## src/rtl/tx_packet_arbiter.sv

```systemverilog
// Shares the TX FIFO write port between the MCP sampler, CCD pixel stream and status
// replies: round-robin grant, then a header byte plus 1-4 payload bytes, LSB first.
//
// state | meaning
// IDLE  | no packet in flight; arbitrates pending requests and latches the winner
// HDR   | header byte pending, held while the FIFO reports full
// GAP   | post-write spacing of GAP_CYCLES so the full flag can catch up
// BYTE  | payload byte pending, held while the FIFO reports full

module tx_packet_arbiter #(
  parameter logic [3:0] HDR_TAG    = 4'hA,
  parameter int         GAP_CYCLES = 1
) (
  input  logic        clk,
  input  logic        rst,
  input  logic [2:0]  req,
  input  logic [5:0]  len_m1,
  input  logic [95:0] data,
  output logic [2:0]  ack,
  output logic        busy,
  input  logic        tx_wfull,
  output logic        tx_winc,
  output logic [7:0]  tx_wdata,
  output logic [15:0] pkt_count
);

  typedef enum logic [1:0] {S_IDLE, S_HDR, S_GAP, S_BYTE} state_t;

  localparam logic [2:0] GAP_LOAD = 3'(GAP_CYCLES - 1);

  state_t      state, state_d;
  logic [1:0]  rr_last, rr_last_d;
  logic [1:0]  src, src_d;
  logic [1:0]  len, len_d;
  logic [1:0]  byte_idx, byte_idx_d;
  logic [31:0] payload, payload_d;
  logic [2:0]  gap_cnt, gap_cnt_d;
  logic        last_byte, last_byte_d;
  logic [2:0]  ack_d;
  logic        busy_d;
  logic        winc_d;
  logic [7:0]  wdata_d;
  logic [15:0] pkt_count_d;

  logic [1:0]  pri0, pri1, pri2, winner;
  logic [31:0] win_data;
  logic [1:0]  win_len;
  logic [7:0]  cur_byte;

  function automatic logic [1:0] rr_next(input logic [1:0] i);
    return (i >= 2'd2) ? 2'd0 : i + 2'd1;
  endfunction

  // Priority rotates so the requester after the last winner is considered first.
  always_comb begin
    pri0 = rr_next(rr_last);
    pri1 = rr_next(pri0);
    pri2 = rr_next(pri1);
    if (req[pri0])      winner = pri0;
    else if (req[pri1]) winner = pri1;
    else                winner = pri2;
  end

  always_comb begin
    case (winner)
      2'd0:    begin win_data = data[31:0];  win_len = len_m1[1:0]; end
      2'd1:    begin win_data = data[63:32]; win_len = len_m1[3:2]; end
      default: begin win_data = data[95:64]; win_len = len_m1[5:4]; end
    endcase
  end

  always_comb begin
    case (byte_idx)
      2'd0:    cur_byte = payload[7:0];
      2'd1:    cur_byte = payload[15:8];
      2'd2:    cur_byte = payload[23:16];
      default: cur_byte = payload[31:24];
    endcase
  end

  always_comb begin
    state_d     = state;
    rr_last_d   = rr_last;
    src_d       = src;
    len_d       = len;
    byte_idx_d  = byte_idx;
    payload_d   = payload;
    gap_cnt_d   = gap_cnt;
    last_byte_d = last_byte;
    ack_d       = 3'b000;
    winc_d      = 1'b0;
    wdata_d     = tx_wdata;
    pkt_count_d = pkt_count;

    case (state)
      S_IDLE: begin
        if (|req) begin
          src_d     = winner;
          rr_last_d = winner;
          payload_d = win_data;
          len_d     = win_len;
          ack_d     = 3'b001 << winner;
          state_d   = S_HDR;
        end
      end
      S_HDR: begin
        if (!tx_wfull) begin
          winc_d      = 1'b1;
          wdata_d     = {HDR_TAG, src, len};
          byte_idx_d  = 2'd0;
          last_byte_d = 1'b0;
          gap_cnt_d   = GAP_LOAD;
          state_d     = S_GAP;
        end
      end
      S_GAP: begin
        if (gap_cnt == 3'd0) begin
          if (last_byte) begin
            pkt_count_d = pkt_count + 16'd1;
            state_d     = S_IDLE;
          end else begin
            state_d = S_BYTE;
          end
        end else begin
          gap_cnt_d = gap_cnt - 3'd1;
        end
      end
      S_BYTE: begin
        if (!tx_wfull) begin
          winc_d      = 1'b1;
          wdata_d     = cur_byte;
          byte_idx_d  = byte_idx + 2'd1;
          last_byte_d = (byte_idx == len);
          gap_cnt_d   = GAP_LOAD;
          state_d     = S_GAP;
        end
      end
      default: state_d = S_IDLE;
    endcase

    busy_d = (state_d != S_IDLE);
  end

  always_ff @(posedge clk or posedge rst) begin
    if (rst) begin
      state     <= S_IDLE;
      rr_last   <= 2'd2;
      src       <= 2'd0;
      len       <= 2'd0;
      byte_idx  <= 2'd0;
      payload   <= 32'd0;
      gap_cnt   <= 3'd0;
      last_byte <= 1'b0;
      ack       <= 3'b000;
      busy      <= 1'b0;
      tx_winc   <= 1'b0;
      tx_wdata  <= 8'd0;
      pkt_count <= 16'd0;
    end else begin
      state     <= state_d;
      rr_last   <= rr_last_d;
      src       <= src_d;
      len       <= len_d;
      byte_idx  <= byte_idx_d;
      payload   <= payload_d;
      gap_cnt   <= gap_cnt_d;
      last_byte <= last_byte_d;
      ack       <= ack_d;
      busy      <= busy_d;
      tx_winc   <= winc_d;
      tx_wdata  <= wdata_d;
      pkt_count <= pkt_count_d;
    end
  end

endmodule

```

## config.mk

```make
export PLATFORM = sky130hd
export DESIGN_NAME = tx_packet_arbiter
export DESIGN_NICKNAME = d
export VERILOG_FILES = /design/src/rtl/tx_packet_arbiter.sv
export SDC_FILE = /design/constraint.sdc
export NUM_CORES = 1
export LEC_CHECK = 0
export CAP_MARGIN = 20
export CORE_ASPECT_RATIO = 0.9
export CORE_MARGIN = 5
export CORE_UTILIZATION = 38
export CTS_CLUSTER_SIZE = 20
export DETAILED_ROUTE_END_ITERATION = 6
export DONT_BUFFER_PORTS = 1
export PLACE_DENSITY = 0.64
export SLEW_MARGIN = 20
export SYNTH_ARGS = -nofsm -noshare
export SYNTH_HDL_FRONTEND = slang
export SYNTH_SLANG_ARGS = --single-unit
export TNS_END_PERCENT = 20
```

## constraint.sdc

```tcl
create_clock -name clk -period 2.1 [get_ports clk]
set_input_delay 0.315 -clock clk [delete_from_list [all_inputs] [get_ports clk]]
set_output_delay 0.315 -clock clk [all_outputs]
set_load 0.005 [all_outputs]
```

==> impl_metrics.xml, run 1 <==
<?xml version="1.0" encoding="UTF-8"?>
<metrics>
  <group name="yosys">
    <metric name="top_cell_type_s_share_of_synthesized_area" unit="%">46.4</metric>
    <metric name="synth.largest_area_cell" unit="">sky130_fd_sc_hd__dfrtp_1</metric>
    <metric name="synthTopCellsByArea" unit="">sky130_fd_sc_hd__dfrtp_1 (46%), sky130_fd_sc_hd__a221oi_2 (11%), sky130_fd_sc_hd__a21oi_1 (5.1%)</metric>
    <metric name="postSynth.topFlopCell" unit="">sky130_fd_sc_hd__dfrtp_1</metric>
    <metric name="instance_count_of_the_mapped_netlist" unit="">395</metric>
    <metric name="synth_edf_count" unit="">0</metric>
    <metric name="synth-seq-cells" unit="">74</metric>
    <metric name="postSynthAreaPerCell" unit="µm²">9.97</metric>
    <metric name="post_synth_instance_area" unit="µm²">3940</metric>
    <metric name="synth-warning-count" unit="">0</metric>
    <metric name="async_flop_share" unit="%">100</metric>
    <metric name="synth_cell_type_count" unit="">45</metric>
    <metric name="synth_sequential_area_ratio" unit="%">47.0</metric>
    <metric name="synth_fp_nets" unit="">510</metric>
  </group>
  <group name="min_path">
    <metric name="min_path_cells" unit="">2</metric>
    <metric name="min_from" unit="">data[19]</metric>
    <metric name="timing.hold.worst_endpoint" unit="">payload[19]$_DFFE_PP0P_</metric>
    <metric name="holdCritPathClass" unit="">input pin to flop</metric>
  </group>
  <group name="drt">
    <metric name="dr.pass1.iters" unit="">5</metric>
    <metric name="avgViaCountPerCell" unit="">5.97</metric>
    <metric name="final_antenna_net_count" unit="">0</metric>
    <metric name="route.final.wire_length" unit="µm">10500</metric>
    <metric name="first_iter_violations" unit="">209</metric>
    <metric name="vias" unit="">3094</metric>
    <metric name="route.detailed.wl_per_inst" unit="µm">20.2</metric>
    <metric name="remaining_drc_errors" unit="">0</metric>
  </group>
  <group name="timing">
    <metric name="post-route-period-util" unit="%">91.4</metric>
    <metric name="setup_viol" unit="">0</metric>
    <metric name="max_slew_margin" unit="%">55.8</metric>
    <metric name="report.final.slew_viol_count" unit="">0</metric>
    <metric name="max_clock_freq" unit="GHz">0.521</metric>
    <metric name="clock-skew-final" unit="ps">5.61</metric>
    <metric name="timing.hold.ws" unit="ps">126</metric>
    <metric name="setup_tns" unit="ps">0</metric>
    <metric name="timing_hold_violations_final" unit="">0</metric>
    <metric name="timing_worst_slew_pin_value" unit="ps">654</metric>
    <metric name="time_the_worst_path_needs_with_i_o_delays_and_setup" unit="ps">1920</metric>
    <metric name="rsz0062_at_grt" unit="">no</metric>
  </group>
  <group name="power_and_ir_drop">
    <metric name="irDropWorstVdd" unit="µV">644</metric>
    <metric name="p_per_area" unit="nW/µm²">1550</metric>
    <metric name="static-leakage-power" unit="µW">0.00187</metric>
  </group>
  <group name="critical_path">
    <metric name="critical-path-slowest-cell" unit="">sky130_fd_sc_hd__nor4b_1</metric>
    <metric name="worst-path-buf-inv" unit="">1</metric>
    <metric name="kind_of_start_point_of_the_critical_path" unit="">flop</metric>
    <metric name="max_stage_delay" unit="ps">580</metric>
    <metric name="worst-endpoint-required" unit="ps">2340</metric>
    <metric name="timing.critical_path.arrival" unit="ps">2160</metric>
    <metric name="worst_r2r_endpoint" unit="">payload[0]$_DFFE_PP0P_</metric>
    <metric name="critical_path_class" unit="">flop to flop</metric>
    <metric name="ff2ff_path_depth" unit="">5</metric>
    <metric name="worst-path-max-fanout" unit="">30</metric>
    <metric name="path_cells" unit="">nor4b_1, or3_4, buf_12, a221oi_2, a21oi_1</metric>
    <metric name="path_delay_family" unit="">simple AND/OR/NAND/NOR gates</metric>
    <metric name="endpoint_kind_of_the_worst_setup_timing_path" unit="">flop</metric>
    <metric name="regToRegSetupSlack" unit="ps">180</metric>
    <metric name="worst_r2r_start" unit="">rr_last[0]$_DFFE_PP0P_</metric>
  </group>
  <group name="floorplanning">
    <metric name="io_pins" unit="">137</metric>
    <metric name="initial_cell_density_of_the_core" unit="%">38.6</metric>
    <metric name="core_area" unit="µm²">10200</metric>
    <metric name="chipWidth" unit="µm">117</metric>
    <metric name="dieArea" unit="µm²">12500</metric>
    <metric name="die_h" unit="µm">107</metric>
    <metric name="num_rows" unit="">35</metric>
  </group>
  <group name="place">
    <metric name="portBuffers" unit="">0</metric>
    <metric name="dpl.cell_count" unit="">501</metric>
    <metric name="detailedPlacementHpwl" unit="µm">7710</metric>
    <metric name="globalplace.congestion" unit="">0.773</metric>
    <metric name="placedInstanceArea" unit="µm²">4130</metric>
  </group>
  <group name="global_routing">
    <metric name="globalRouteOverflowTotal" unit="">0</metric>
    <metric name="track_usage" unit="%">16.9</metric>
    <metric name="first_pass_grt_wire_length" unit="µm">16800</metric>
    <metric name="antenna_found_initial" unit="">0</metric>
    <metric name="grt_max_degree" unit="">50</metric>
    <metric name="first_global_vias" unit="">3239</metric>
  </group>
  <group name="clocking">
    <metric name="clock_insertion_delay_worst_skew" unit="ps">320</metric>
    <metric name="cts.clk_slew.worst_paths" unit="ps">60</metric>
    <metric name="clock_tree.root_cell" unit="">sky130_fd_sc_hd__clkbuf_16</metric>
    <metric name="cts_made_buffers" unit="">9</metric>
    <metric name="htreeDepth" unit="">3</metric>
    <metric name="cts.sink_count" unit="">74</metric>
    <metric name="cts_tree" unit="">built</metric>
    <metric name="clock_tree_buffer_depth" unit="">2</metric>
  </group>
  <group name="final_layout">
    <metric name="nets" unit="">499</metric>
    <metric name="antenna_cells" unit="">0</metric>
    <metric name="drive_gt1_share" unit="%">16.7</metric>
    <metric name="synthToLayoutAreaGrowth" unit="%">14.1</metric>
    <metric name="mostFrequentLayoutCell" unit="">sky130_fd_sc_hd__dfrtp_1</metric>
    <metric name="mostFrequentLayoutCells" unit="">sky130_fd_sc_hd__dfrtp_1 (73), sky130_fd_sc_hd__nor2_1 (46), sky130_fd_sc_hd__a21oi_1 (40), sky130_fd_sc_hd__nand3_1 (37), sky130_fd_sc_hd__a221oi_2 (29)</metric>
    <metric name="final_cell_count_no_fill" unit="">518</metric>
    <metric name="stdcell_area" unit="µm²">4490</metric>
  </group>
  <group name="run_status">
    <metric name="run_status" unit="">completed</metric>
  </group>
  <group name="flow_run">
    <metric name="drv_cap" unit="">0</metric>
  </group>
</metrics>
## kinds of logic (layout without fill, tap and decap cells)
kind of cell               Yosys count  in the layout  share of synthesized area (%)
adders and majority gates            7              7                           2.22
muxes                                4              4                           1.08
and+or+nand+nor                    133            133                           16.2
AOI/OAI and AO/OA                  111            111                           24.0
xor gates and xnor gates            18             18                           4.00
DFF                                 74             74                           47.0
buffers and inverters               48             42                           5.43
## worst max-delay path by stage
stage                                 startpoint                      end  slack, ps  cells past startpoint
after global placement    rr_last[1]$_DFFE_PP1P_  payload[22]$_DFFE_PP0P_        100                      5
after detailed placement  rr_last[1]$_DFFE_PP1P_  payload[22]$_DFFE_PP0P_         60                      5
final                     rr_last[0]$_DFFE_PP0P_   payload[0]$_DFFE_PP0P_        180                      5
after global routing      rr_last[0]$_DFFE_PP0P_   payload[1]$_DFFE_PP0P_        110                      5
after floorplan           rr_last[1]$_DFFE_PP1P_  payload[31]$_DFFE_PP0P_        400                      6
after CTS                 rr_last[1]$_DFFE_PP1P_  payload[22]$_DFFE_PP0P_         50                      5
## per-stage QoR
stage	worst slack (ps)	utilization (%)	power, µW
after detailed placement	56.4	40.5	5200
after global routing	110	44.0	7480
after CTS	50.7	44.0	7020
final	180	44.0	6950
after floorplan	400	-	4400
after global placement	104	40.5	5120
## metal layers
metal | GRT usage, % | part of all wire, % | wire [µm] | up-vias
met1 | 21.5 | 44 | 4620 | 1510
li1 | - | - | - | 1433
met2 | 25.3 | 45 | 4710 | 134
met4 | 6.55 | 2.4 | 256 | 0
met3 | 7.44 | 8.3 | 872 | 17
met5 | 0 | 0 | 0 | -
## final cells by class
class | count | area (µm²)
inverters | 16 | 63.8
well taps | 129 | 161
fillers | 955 | 5710
flip-flops and latches | 74 | 1850
clock buffers | 11 | 253
multi-input cells | 273 | 1900
repair buffers | 10 | 165
clock inverters | 5 | 100
## Yosys cell counts, drive strengths merged (3+ instances only)
library cell,number
dfrtp,73
ha,7
xnor2,11
buf,14
a21oi,40
o21ai,15
inv,15
a222oi,8
nand2,19
a22oi,3
clkbuf,18
nor2,46
or3,3
nor3,7
nand3,37
xor2,7
a221oi,34
nand4,6
nand2b,3
## state kept, by name, indices dropped and copies added (netlist names)
| register | count |
|---|---|
| ack | 3 |
| busy | 1 |
| byte_idx | 2 |
| gap_cnt | 3 |
| last_byte | 1 |
| len | 2 |
| payload | 32 |
| pkt_count | 16 |
| rr_last | 2 |
| src | 1 |
| state | 2 |
| tx_wdata | 8 |
| tx_winc | 1 |
## power breakdown
group | internal [µW] | total [µW] | switching (µW)
clock | 1220 | 1770 | 553
sequential | 2000 | 2510 | 514
combinational | 1120 | 2670 | 1550
## repair_timing
item	CTS	global route
buffers inserted	0	0
gates resized for setup	0	1
endpoints found under the setup margin	0	2
endpoints found under the hold margin	24	0
hold buffers	1	0
Power figures use the tool's default switching activity.
==> run 2: changes to the inputs <==
- CAP_MARGIN: 20 -> 10
- CTS_BUF_LIST: not set -> sky130_fd_sc_hd__clkbuf_2
==> run 2 against run 1 <==
  * The run now fails in 4_1_cts
  * Area after synthesis is the same
  * Synthesized cell count did not move
==> impl_metrics.xml, run 2 <==
<?xml version="1.0" encoding="UTF-8"?>
<metrics>
  <group name="yosys">
    <metric name="yosys-mux-area-fraction" unit="%">1.08</metric>
    <metric name="synth_cell_type_count" unit="">45</metric>
    <metric name="synth_top_family_by_area" unit="">compound AO/OA/AOI/OAI gates</metric>
    <metric name="async_flop_share" unit="%">100</metric>
    <metric name="leading_cell_type_by_number_of_instances_after_synthesis" unit="">sky130_fd_sc_hd__dfrtp_1</metric>
    <metric name="synth_compound_gate_area_share" unit="%">24.0</metric>
    <metric name="synthTopCellsByArea" unit="">sky130_fd_sc_hd__dfrtp_1 (46%), sky130_fd_sc_hd__a221oi_2 (11%), sky130_fd_sc_hd__a21oi_1 (5.1%)</metric>
    <metric name="postSynthAreaPerCell" unit="µm²">9.97</metric>
    <metric name="ys_top_cells_by_count" unit="">sky130_fd_sc_hd__dfrtp_1 (73), sky130_fd_sc_hd__nor2_1 (46), sky130_fd_sc_hd__a21oi_1 (40)</metric>
    <metric name="synthXorXnorAreaFrac" unit="%">4.00</metric>
    <metric name="post_synth_instance_area" unit="µm²">3940</metric>
    <metric name="synth.largest_area_cell" unit="">sky130_fd_sc_hd__dfrtp_1</metric>
    <metric name="synth-warning-count" unit="">0</metric>
    <metric name="synth_sequential_area_ratio" unit="%">47.0</metric>
    <metric name="instance_count_of_the_mapped_netlist" unit="">395</metric>
    <metric name="share_of_synthesized_cell_area_in_and_or_nand_and_nor_gates" unit="%">16.2</metric>
    <metric name="synth_adder_area_share" unit="%">2.22</metric>
    <metric name="synth-seq-cells" unit="">74</metric>
    <metric name="postSynth.topFlopCell" unit="">sky130_fd_sc_hd__dfrtp_1</metric>
    <metric name="synth_edf_count" unit="">0</metric>
    <metric name="top_cell_type_s_share_of_synthesized_area" unit="%">46.4</metric>
    <metric name="synth_fp_nets" unit="">510</metric>
  </group>
  <group name="clocking">
    <metric name="clock_tree_buffer_depth" unit="">2</metric>
    <metric name="clock_tree.root_cell" unit="">sky130_fd_sc_hd__clkbuf_2</metric>
    <metric name="cts_made_buffers" unit="">9</metric>
    <metric name="postCtsSetupRepairBufs" unit="">0</metric>
    <metric name="cts.sink_count" unit="">74</metric>
    <metric name="ctsHoldBuffers" unit="">104</metric>
    <metric name="htreeDepth" unit="">3</metric>
    <metric name="ctsResizeCount" unit="">0</metric>
  </group>
  <group name="floorplanning">
    <metric name="num_rows" unit="">35</metric>
    <metric name="io_pins" unit="">137</metric>
    <metric name="initial_cell_density_of_the_core" unit="%">38.6</metric>
    <metric name="die_h" unit="µm">107</metric>
    <metric name="chipWidth" unit="µm">117</metric>
  </group>
  <group name="place">
    <metric name="portBuffers" unit="">0</metric>
    <metric name="detailedPlacementHpwl" unit="µm">7710</metric>
    <metric name="globalplace.congestion" unit="">0.773</metric>
    <metric name="dpl.cell_count" unit="">501</metric>
  </group>
  <group name="run_status">
    <metric name="error" unit="">[ERROR RSZ-0060] Max buffer count reached.</metric>
    <metric name="run_status" unit="">stopped before the end</metric>
    <metric name="haltStage" unit="">4_1_cts</metric>
  </group>
</metrics>
[run 2: cells by family after synthesis]
logic type,after synthesis
compound gates,111
xor+xnor,18
fa+ha+maj,7
buf+inv,48
flops,74
mux,4
simple gates,133
[run 2: metrics by stage]
step                cell area [µm²]  setup slack [ps]  utilization [%]  hold slack, ps
detailed placement             4130              56.4             40.5             283
global placement               4130               104             40.5             277
floorplan                      3940               400                -             455
==> run 3: changes to the inputs <==
- CORE_ASPECT_RATIO: 0.9 -> not set
- CORE_UTILIZATION: 38 -> 23
- CTS_BUF_LIST: sky130_fd_sc_hd__clkbuf_2 -> not set
- CTS_CLUSTER_SIZE: 20 -> not set
- PLACE_DENSITY: 0.64 -> not set
- PLACE_DENSITY_LB_ADDON: not set -> 0.15
- clock period: 2.1 -> 2.7 ns (I/O delays scaled with it)
==> run 3 against run 2 <==
  * The flow now finishes without violations
==> impl_metrics.xml, run 3 (synthesis gave the netlist of run 1 again) <==
<?xml version="1.0" encoding="UTF-8"?>
<metrics>
  <group name="drt">
    <metric name="route.detailed.wl_per_inst" unit="µm">19.6</metric>
    <metric name="final_antenna_net_count" unit="">0</metric>
    <metric name="route.final.wire_length" unit="µm">11800</metric>
    <metric name="vias" unit="">2958</metric>
    <metric name="first_iter_violations" unit="">138</metric>
    <metric name="avgViaCountPerCell" unit="">4.91</metric>
    <metric name="remaining_drc_errors" unit="">0</metric>
    <metric name="dr.pass1.iters" unit="">4</metric>
  </group>
  <group name="clocking">
    <metric name="htreeDepth" unit="">3</metric>
    <metric name="cts_tree" unit="">built</metric>
    <metric name="cts_made_buffers" unit="">9</metric>
    <metric name="postCtsSetupRepairBufs" unit="">0</metric>
    <metric name="clock_tree_buffer_depth" unit="">2</metric>
    <metric name="ctsHoldBuffers" unit="">0</metric>
    <metric name="cts.sink_count" unit="">74</metric>
    <metric name="clock_tree.root_cell" unit="">sky130_fd_sc_hd__clkbuf_16</metric>
    <metric name="clock_insertion_delay_worst_skew" unit="ps">340</metric>
    <metric name="ctsResizeCount" unit="">0</metric>
    <metric name="cts.clk_slew.worst_paths" unit="ps">60</metric>
  </group>
  <group name="run_status">
    <metric name="run_status" unit="">completed</metric>
  </group>
  <group name="final_layout">
    <metric name="mostFrequentLayoutCells" unit="">sky130_fd_sc_hd__dfrtp_1 (73), sky130_fd_sc_hd__nor2_1 (46), sky130_fd_sc_hd__a21oi_1 (40), sky130_fd_sc_hd__nand3_1 (37), sky130_fd_sc_hd__a221oi_2 (29)</metric>
    <metric name="antenna_cells" unit="">0</metric>
    <metric name="nets" unit="">495</metric>
    <metric name="mostFrequentLayoutCell" unit="">sky130_fd_sc_hd__dfrtp_1</metric>
    <metric name="largest_reg_flops" unit="">32</metric>
    <metric name="synthToLayoutAreaGrowth" unit="%">12.2</metric>
    <metric name="drive_gt1_share" unit="%">15.1</metric>
    <metric name="top_register" unit="">payload</metric>
    <metric name="largest_registers" unit="">payload (32), pkt_count (16), tx_wdata (8)</metric>
  </group>
  <group name="timing">
    <metric name="max_clock_freq" unit="GHz">0.504</metric>
    <metric name="max_slew_margin" unit="%">31.5</metric>
    <metric name="clock-skew-final" unit="ps">7.92</metric>
    <metric name="setup_tns" unit="ps">0</metric>
    <metric name="post-route-period-util" unit="%">73.5</metric>
    <metric name="report.final.slew_viol_count" unit="">0</metric>
    <metric name="timing_hold_violations_final" unit="">0</metric>
    <metric name="rsz0062_at_grt" unit="">no</metric>
    <metric name="setup_viol" unit="">0</metric>
    <metric name="timing.final.ws_setup" unit="ps">716</metric>
    <metric name="timing_worst_slew_pin_value" unit="ps">1030</metric>
    <metric name="time_the_worst_path_needs_with_i_o_delays_and_setup" unit="ps">1980</metric>
  </group>
  <group name="power_and_ir_drop">
    <metric name="irDropWorstVdd" unit="µV">353</metric>
    <metric name="total_power" unit="µW">5050</metric>
    <metric name="static-leakage-power" unit="µW">0.00179</metric>
    <metric name="p_per_area" unit="nW/µm²">1140</metric>
  </group>
  <group name="critical_path">
    <metric name="critical_path_class" unit="">flop to flop</metric>
    <metric name="worst_r2r_endpoint" unit="">payload[30]$_DFFE_PP0P_</metric>
    <metric name="worst-endpoint-required" unit="ps">2910</metric>
    <metric name="worst-path-max-fanout" unit="">34</metric>
    <metric name="endpoint_kind_of_the_worst_setup_timing_path" unit="">flop</metric>
    <metric name="regToRegSetupSlack" unit="ps">720</metric>
    <metric name="worst_r2r_start" unit="">rr_last[1]$_DFFE_PP1P_</metric>
    <metric name="timing.critical_path.arrival" unit="ps">2200</metric>
    <metric name="ff2ff_path_depth" unit="">4</metric>
    <metric name="kind_of_start_point_of_the_critical_path" unit="">flop</metric>
  </group>
  <group name="floorplanning">
    <metric name="chipWidth" unit="µm">141</metric>
    <metric name="num_rows" unit="">47</metric>
    <metric name="core_area" unit="µm²">16700</metric>
    <metric name="initial_cell_density_of_the_core" unit="%">23.6</metric>
    <metric name="dieArea" unit="µm²">19800</metric>
    <metric name="die_h" unit="µm">141</metric>
    <metric name="io_pins" unit="">137</metric>
  </group>
  <group name="min_path">
    <metric name="holdCritPathClass" unit="">input pin to async pin</metric>
  </group>
  <group name="global_routing">
    <metric name="first_pass_grt_wire_length" unit="µm">18900</metric>
    <metric name="track_usage" unit="%">12.2</metric>
    <metric name="antenna_found_initial" unit="">0</metric>
    <metric name="first_global_vias" unit="">3234</metric>
    <metric name="grt_max_degree" unit="">75</metric>
    <metric name="globalRouteOverflowTotal" unit="">0</metric>
  </group>
  <group name="place">
    <metric name="globalplace.congestion" unit="">0.729</metric>
    <metric name="detailedPlacementHpwl" unit="µm">8630</metric>
    <metric name="pre_cts_slack" unit="ps">692</metric>
    <metric name="portBuffers" unit="">0</metric>
  </group>
  <group name="flow_run">
    <metric name="drv_cap" unit="">0</metric>
  </group>
</metrics>
==> run 3: how the worst max path moves through the flow <==
stage | start | end | slack [ps] | cells past startpoint
after floorplan | rst | ack[0]$_DFF_PP0_ | 420 | 1
after global routing | rr_last[1]$_DFFE_PP1P_ | payload[1]$_DFFE_PP0P_ | 530 | 4
after CTS | rr_last[1]$_DFFE_PP1P_ | payload[30]$_DFFE_PP0P_ | 690 | 4
after detailed placement | rr_last[1]$_DFFE_PP1P_ | payload[30]$_DFFE_PP0P_ | 690 | 4
after global placement | rr_last[1]$_DFFE_PP1P_ | payload[30]$_DFFE_PP0P_ | 730 | 4
final | rr_last[1]$_DFFE_PP1P_ | payload[30]$_DFFE_PP0P_ | 720 | 4
==> run 3: layout make-up <==
class / instances / area [µm²]
clock buffers: 11 / 233
clock inverters: 3 / 18.8
fillers: 1798 / 12300
inverters: 16 / 61.3
multi-input cells: 273 / 1890
flip-flops and latches: 74 / 1850
well taps: 220 / 275
repair buffers: 6 / 82.6
==> run 3: worst max-delay path: stages, from the launching register on <==
cell	delay, ps
sky130_fd_sc_hd__dfstp_2	590
sky130_fd_sc_hd__nor2b_1	80
sky130_fd_sc_hd__a22o_2	590
sky130_fd_sc_hd__a221oi_2	440
sky130_fd_sc_hd__a21oi_1	120
==> run 3: report_power, final <==
group / internal, µW / total, µW / leakage, µW / switching (µW)
Combinational: 791 / 2030 / 0.000779 / 1230
Sequential: 1550 / 1950 / 0.000887 / 396
Clock: 611 / 1080 / 0.000125 / 465
Total: 2960 / 5050 / 0.00179 / 2100
==> run 3: layer usage <==
metal  vias up  GRT usage (%)  wire length [µm]
met2        99           18.4              5320
met3        12           4.91               854
met4         0           3.52               144
met1      1422           16.3              5520
met5         -              0                 0
li1       1425              -                 -
==> run 3: through the flow <==
stage	utilization (%)	instance area, µm²	hold WS (ps)	instances
floorplan	-	3940	464	395
global placement	24.9	4170	413	589
detailed placement	24.9	4170	417	589
CTS	26.5	4420	42.8	603
global route	26.5	4420	63.1	603
finish	26.5	4420	26.2	603
==> run 4: changes to the inputs <==
- clock period: 2.7 -> 1.6 ns (I/O delays scaled with it)
==> run 4 against run 3 <==
  * The flow now finishes with violations (negative setup slack)
  * Clock-buffer cell count down 2
  * Flip-flop and latch count did not move
  * Power rose by 100%
  * Critical path depth grew 1
  * Clock skew up 1.2 ps
  * Cell count rose by 8.6%
  * Sequential share of layout area decreased by 6.2 points
  * First-iteration DRC count is 72% higher
  * Critical endpoint is now payload[16]$_DFFE_PP0P_
==> impl_metrics.xml, run 4 (synthesis gave the netlist of run 1 again) <==
<?xml version="1.0" encoding="UTF-8"?>
<metrics>
  <group name="global_routing">
    <metric name="globalRouteOverflowTotal" unit="">0</metric>
    <metric name="track_usage" unit="%">13.5</metric>
    <metric name="grt_max_degree" unit="">47</metric>
    <metric name="first_global_vias" unit="">3610</metric>
    <metric name="antenna_found_initial" unit="">0</metric>
    <metric name="first_pass_grt_wire_length" unit="µm">20700</metric>
  </group>
  <group name="min_path">
    <metric name="min_from" unit="">data[1]</metric>
    <metric name="min_path_cells" unit="">2</metric>
    <metric name="timing.hold.worst_endpoint" unit="">payload[1]$_DFFE_PP0P_</metric>
    <metric name="holdCritPathClass" unit="">input pin to flop</metric>
  </group>
  <group name="drt">
    <metric name="final_antenna_net_count" unit="">0</metric>
    <metric name="route.detailed.wl_per_inst" unit="µm">20.7</metric>
    <metric name="avgViaCountPerCell" unit="">5.00</metric>
    <metric name="remaining_drc_errors" unit="">0</metric>
    <metric name="first_iter_violations" unit="">238</metric>
    <metric name="dr.pass1.iters" unit="">4</metric>
    <metric name="route.final.wire_length" unit="µm">13500</metric>
    <metric name="vias" unit="">3277</metric>
  </group>
  <group name="critical_path">
    <metric name="worst-path-max-fanout" unit="">15</metric>
    <metric name="regToRegSetupSlack" unit="ps">-130</metric>
    <metric name="kind_of_start_point_of_the_critical_path" unit="">flop</metric>
    <metric name="worst_r2r_start" unit="">rr_last[1]$_DFFE_PP1P_</metric>
    <metric name="worst-path-buf-inv" unit="">1</metric>
    <metric name="ff2ff_path_depth" unit="">5</metric>
    <metric name="endpoint_kind_of_the_worst_setup_timing_path" unit="">flop</metric>
    <metric name="path_cells" unit="">nor3b_1, or3_4, buf_12, a221oi_2, a21oi_1</metric>
    <metric name="critical_path_class" unit="">flop to flop</metric>
    <metric name="worst_r2r_endpoint" unit="">payload[16]$_DFFE_PP0P_</metric>
    <metric name="max_stage_delay" unit="ps">560</metric>
    <metric name="worst-endpoint-required" unit="ps">1820</metric>
    <metric name="critical-path-slowest-cell" unit="">sky130_fd_sc_hd__dfstp_2</metric>
    <metric name="timing.critical_path.arrival" unit="ps">1950</metric>
    <metric name="path_delay_family" unit="">flip-flops</metric>
  </group>
  <group name="floorplanning">
    <metric name="die_h" unit="µm">141</metric>
    <metric name="chipWidth" unit="µm">141</metric>
    <metric name="num_rows" unit="">47</metric>
    <metric name="dieArea" unit="µm²">19800</metric>
    <metric name="initial_cell_density_of_the_core" unit="%">23.6</metric>
    <metric name="io_pins" unit="">137</metric>
    <metric name="core_area" unit="µm²">16700</metric>
  </group>
  <group name="timing">
    <metric name="report.final.slew_viol_count" unit="">0</metric>
    <metric name="max_slew_margin" unit="%">72.6</metric>
    <metric name="timing_worst_slew_pin_value" unit="ps">405</metric>
    <metric name="timing.final.ws_setup" unit="ps">-126</metric>
    <metric name="rsz0062_at_grt" unit="">yes</metric>
    <metric name="clock-skew-final" unit="ps">9.09</metric>
    <metric name="timing_hold_violations_final" unit="">0</metric>
    <metric name="setup_viol" unit="">35</metric>
    <metric name="max_clock_freq" unit="GHz">0.579</metric>
    <metric name="post-route-period-util" unit="%">108</metric>
    <metric name="time_the_worst_path_needs_with_i_o_delays_and_setup" unit="ps">1730</metric>
  </group>
  <group name="final_layout">
    <metric name="fillcell_total" unit="">1753</metric>
    <metric name="nets" unit="">545</metric>
    <metric name="synthToLayoutAreaGrowth" unit="%">31.5</metric>
    <metric name="post-route-util" unit="%">31.0</metric>
    <metric name="mostFrequentLayoutCells" unit="">sky130_fd_sc_hd__dfrtp_1 (73), sky130_fd_sc_hd__nor2_1 (46), sky130_fd_sc_hd__buf_4 (38), sky130_fd_sc_hd__nand3_1 (35), sky130_fd_sc_hd__a21oi_1 (35)</metric>
    <metric name="mostFrequentLayoutCell" unit="">sky130_fd_sc_hd__dfrtp_1</metric>
    <metric name="top_register" unit="">payload</metric>
    <metric name="largest_registers" unit="">payload (32), pkt_count (16), tx_wdata (8)</metric>
    <metric name="register_area" unit="µm²">1850</metric>
    <metric name="antenna_cells" unit="">0</metric>
    <metric name="stdcell_area" unit="µm²">5180</metric>
    <metric name="final_cell_count_no_fill" unit="">655</metric>
    <metric name="multi_input_area" unit="µm²">2080</metric>
    <metric name="largest_reg_flops" unit="">32</metric>
    <metric name="drive_gt1_share" unit="%">31.5</metric>
  </group>
  <group name="clocking">
    <metric name="cts.clk_slew.worst_paths" unit="ps">60</metric>
    <metric name="clock_tree.root_cell" unit="">sky130_fd_sc_hd__clkbuf_16</metric>
    <metric name="cts.sink_count" unit="">74</metric>
    <metric name="htreeDepth" unit="">3</metric>
    <metric name="clock_insertion_delay_worst_skew" unit="ps">350</metric>
    <metric name="clock_tree_buffer_depth" unit="">2</metric>
    <metric name="cts_made_buffers" unit="">9</metric>
    <metric name="cts_tree" unit="">built</metric>
  </group>
  <group name="place">
    <metric name="globalplace.congestion" unit="">0.724</metric>
    <metric name="pre_cts_slack" unit="ps">-270</metric>
    <metric name="dpl.cell_count" unit="">631</metric>
    <metric name="portBuffers" unit="">0</metric>
    <metric name="placedInstanceArea" unit="µm²">4550</metric>
    <metric name="detailedPlacementHpwl" unit="µm">9200</metric>
  </group>
  <group name="power_and_ir_drop">
    <metric name="p_per_area" unit="nW/µm²">1950</metric>
    <metric name="static-leakage-power" unit="µW">0.00215</metric>
    <metric name="irDropWorstVdd" unit="µV">734</metric>
  </group>
  <group name="flow_run">
    <metric name="drv_cap" unit="">0</metric>
  </group>
  <group name="run_status">
    <metric name="violations" unit="">negative setup slack</metric>
    <metric name="run_status" unit="">complete, but fails checks</metric>
  </group>
</metrics>
==> run 4: per-stage QoR <==
step                      power [µW]  setup TNS (ps)  hold WS [ps]
after floorplan                 5770           -2350           380
after global placement          7510           -5260           205
after detailed placement        7580           -6180           210
after CTS                      10000           -3130          13.6
after global routing           10900           -5890          16.8
final                          10100           -3160          30.3
==> run 4: area by class of cell <==
class,count,share of cell area [%]
multi-input combinational,273,40.2
sequential,74,35.8
timing repair buffer,56,12.3
tap,220,5.32
clock buffer,9,4.35
inverter,16,1.23
clock inverter,7,0.846
==> run 4: repair_timing <==
item                                    4_1_cts  5_1_grt
resized for setup                            28       22
gates cloned                                  4        1
hold buffers                                  1        0
pin swaps                                    27       33
endpoints found under the hold margin        73        0
endpoints found under the setup margin       44       54
setup buffers                                 1        1
==> run 4: metal layers <==
metal  up-vias  wire [µm]  GRT usage (%)
li1       1517          -              -
met1      1644       5950           17.5
met2       105       6480           21.2
met3        11        979           5.52
met4         0        133           2.75
met5         -          0              0
==> run 4: report_power, final <==
group          internal [µW]  switching [µW]
combinational           2330            2640
sequential              2620             616
clock                   1040             851
total                   5990            4100
==> run 4: worst max-delay path by stage <==
stage                     cells after the start  slack, ps              startpoint                       to
after floorplan                               6       -100  rr_last[1]$_DFFE_PP1P_  payload[31]$_DFFE_PP0P_
after global placement                        5       -200  rr_last[1]$_DFFE_PP1P_  payload[30]$_DFFE_PP0P_
after detailed placement                      5       -270  rr_last[1]$_DFFE_PP1P_  payload[20]$_DFFE_PP0P_
after CTS                                     5       -120  rr_last[1]$_DFFE_PP1P_  payload[29]$_DFFE_PP0P_
after global routing                          5       -180  rr_last[1]$_DFFE_PP1P_  payload[29]$_DFFE_PP0P_
final                                         5       -130  rr_last[1]$_DFFE_PP1P_  payload[16]$_DFFE_PP0P_
==> run 4: worst reg2reg max path, delay by kind of cell (launching register included) <==
family	cells	cell delay, ps
buffers and inverters	1	190
AOI/OAI and AO/OA	2	350
and+or+nand+nor	2	500
DFF	1	560
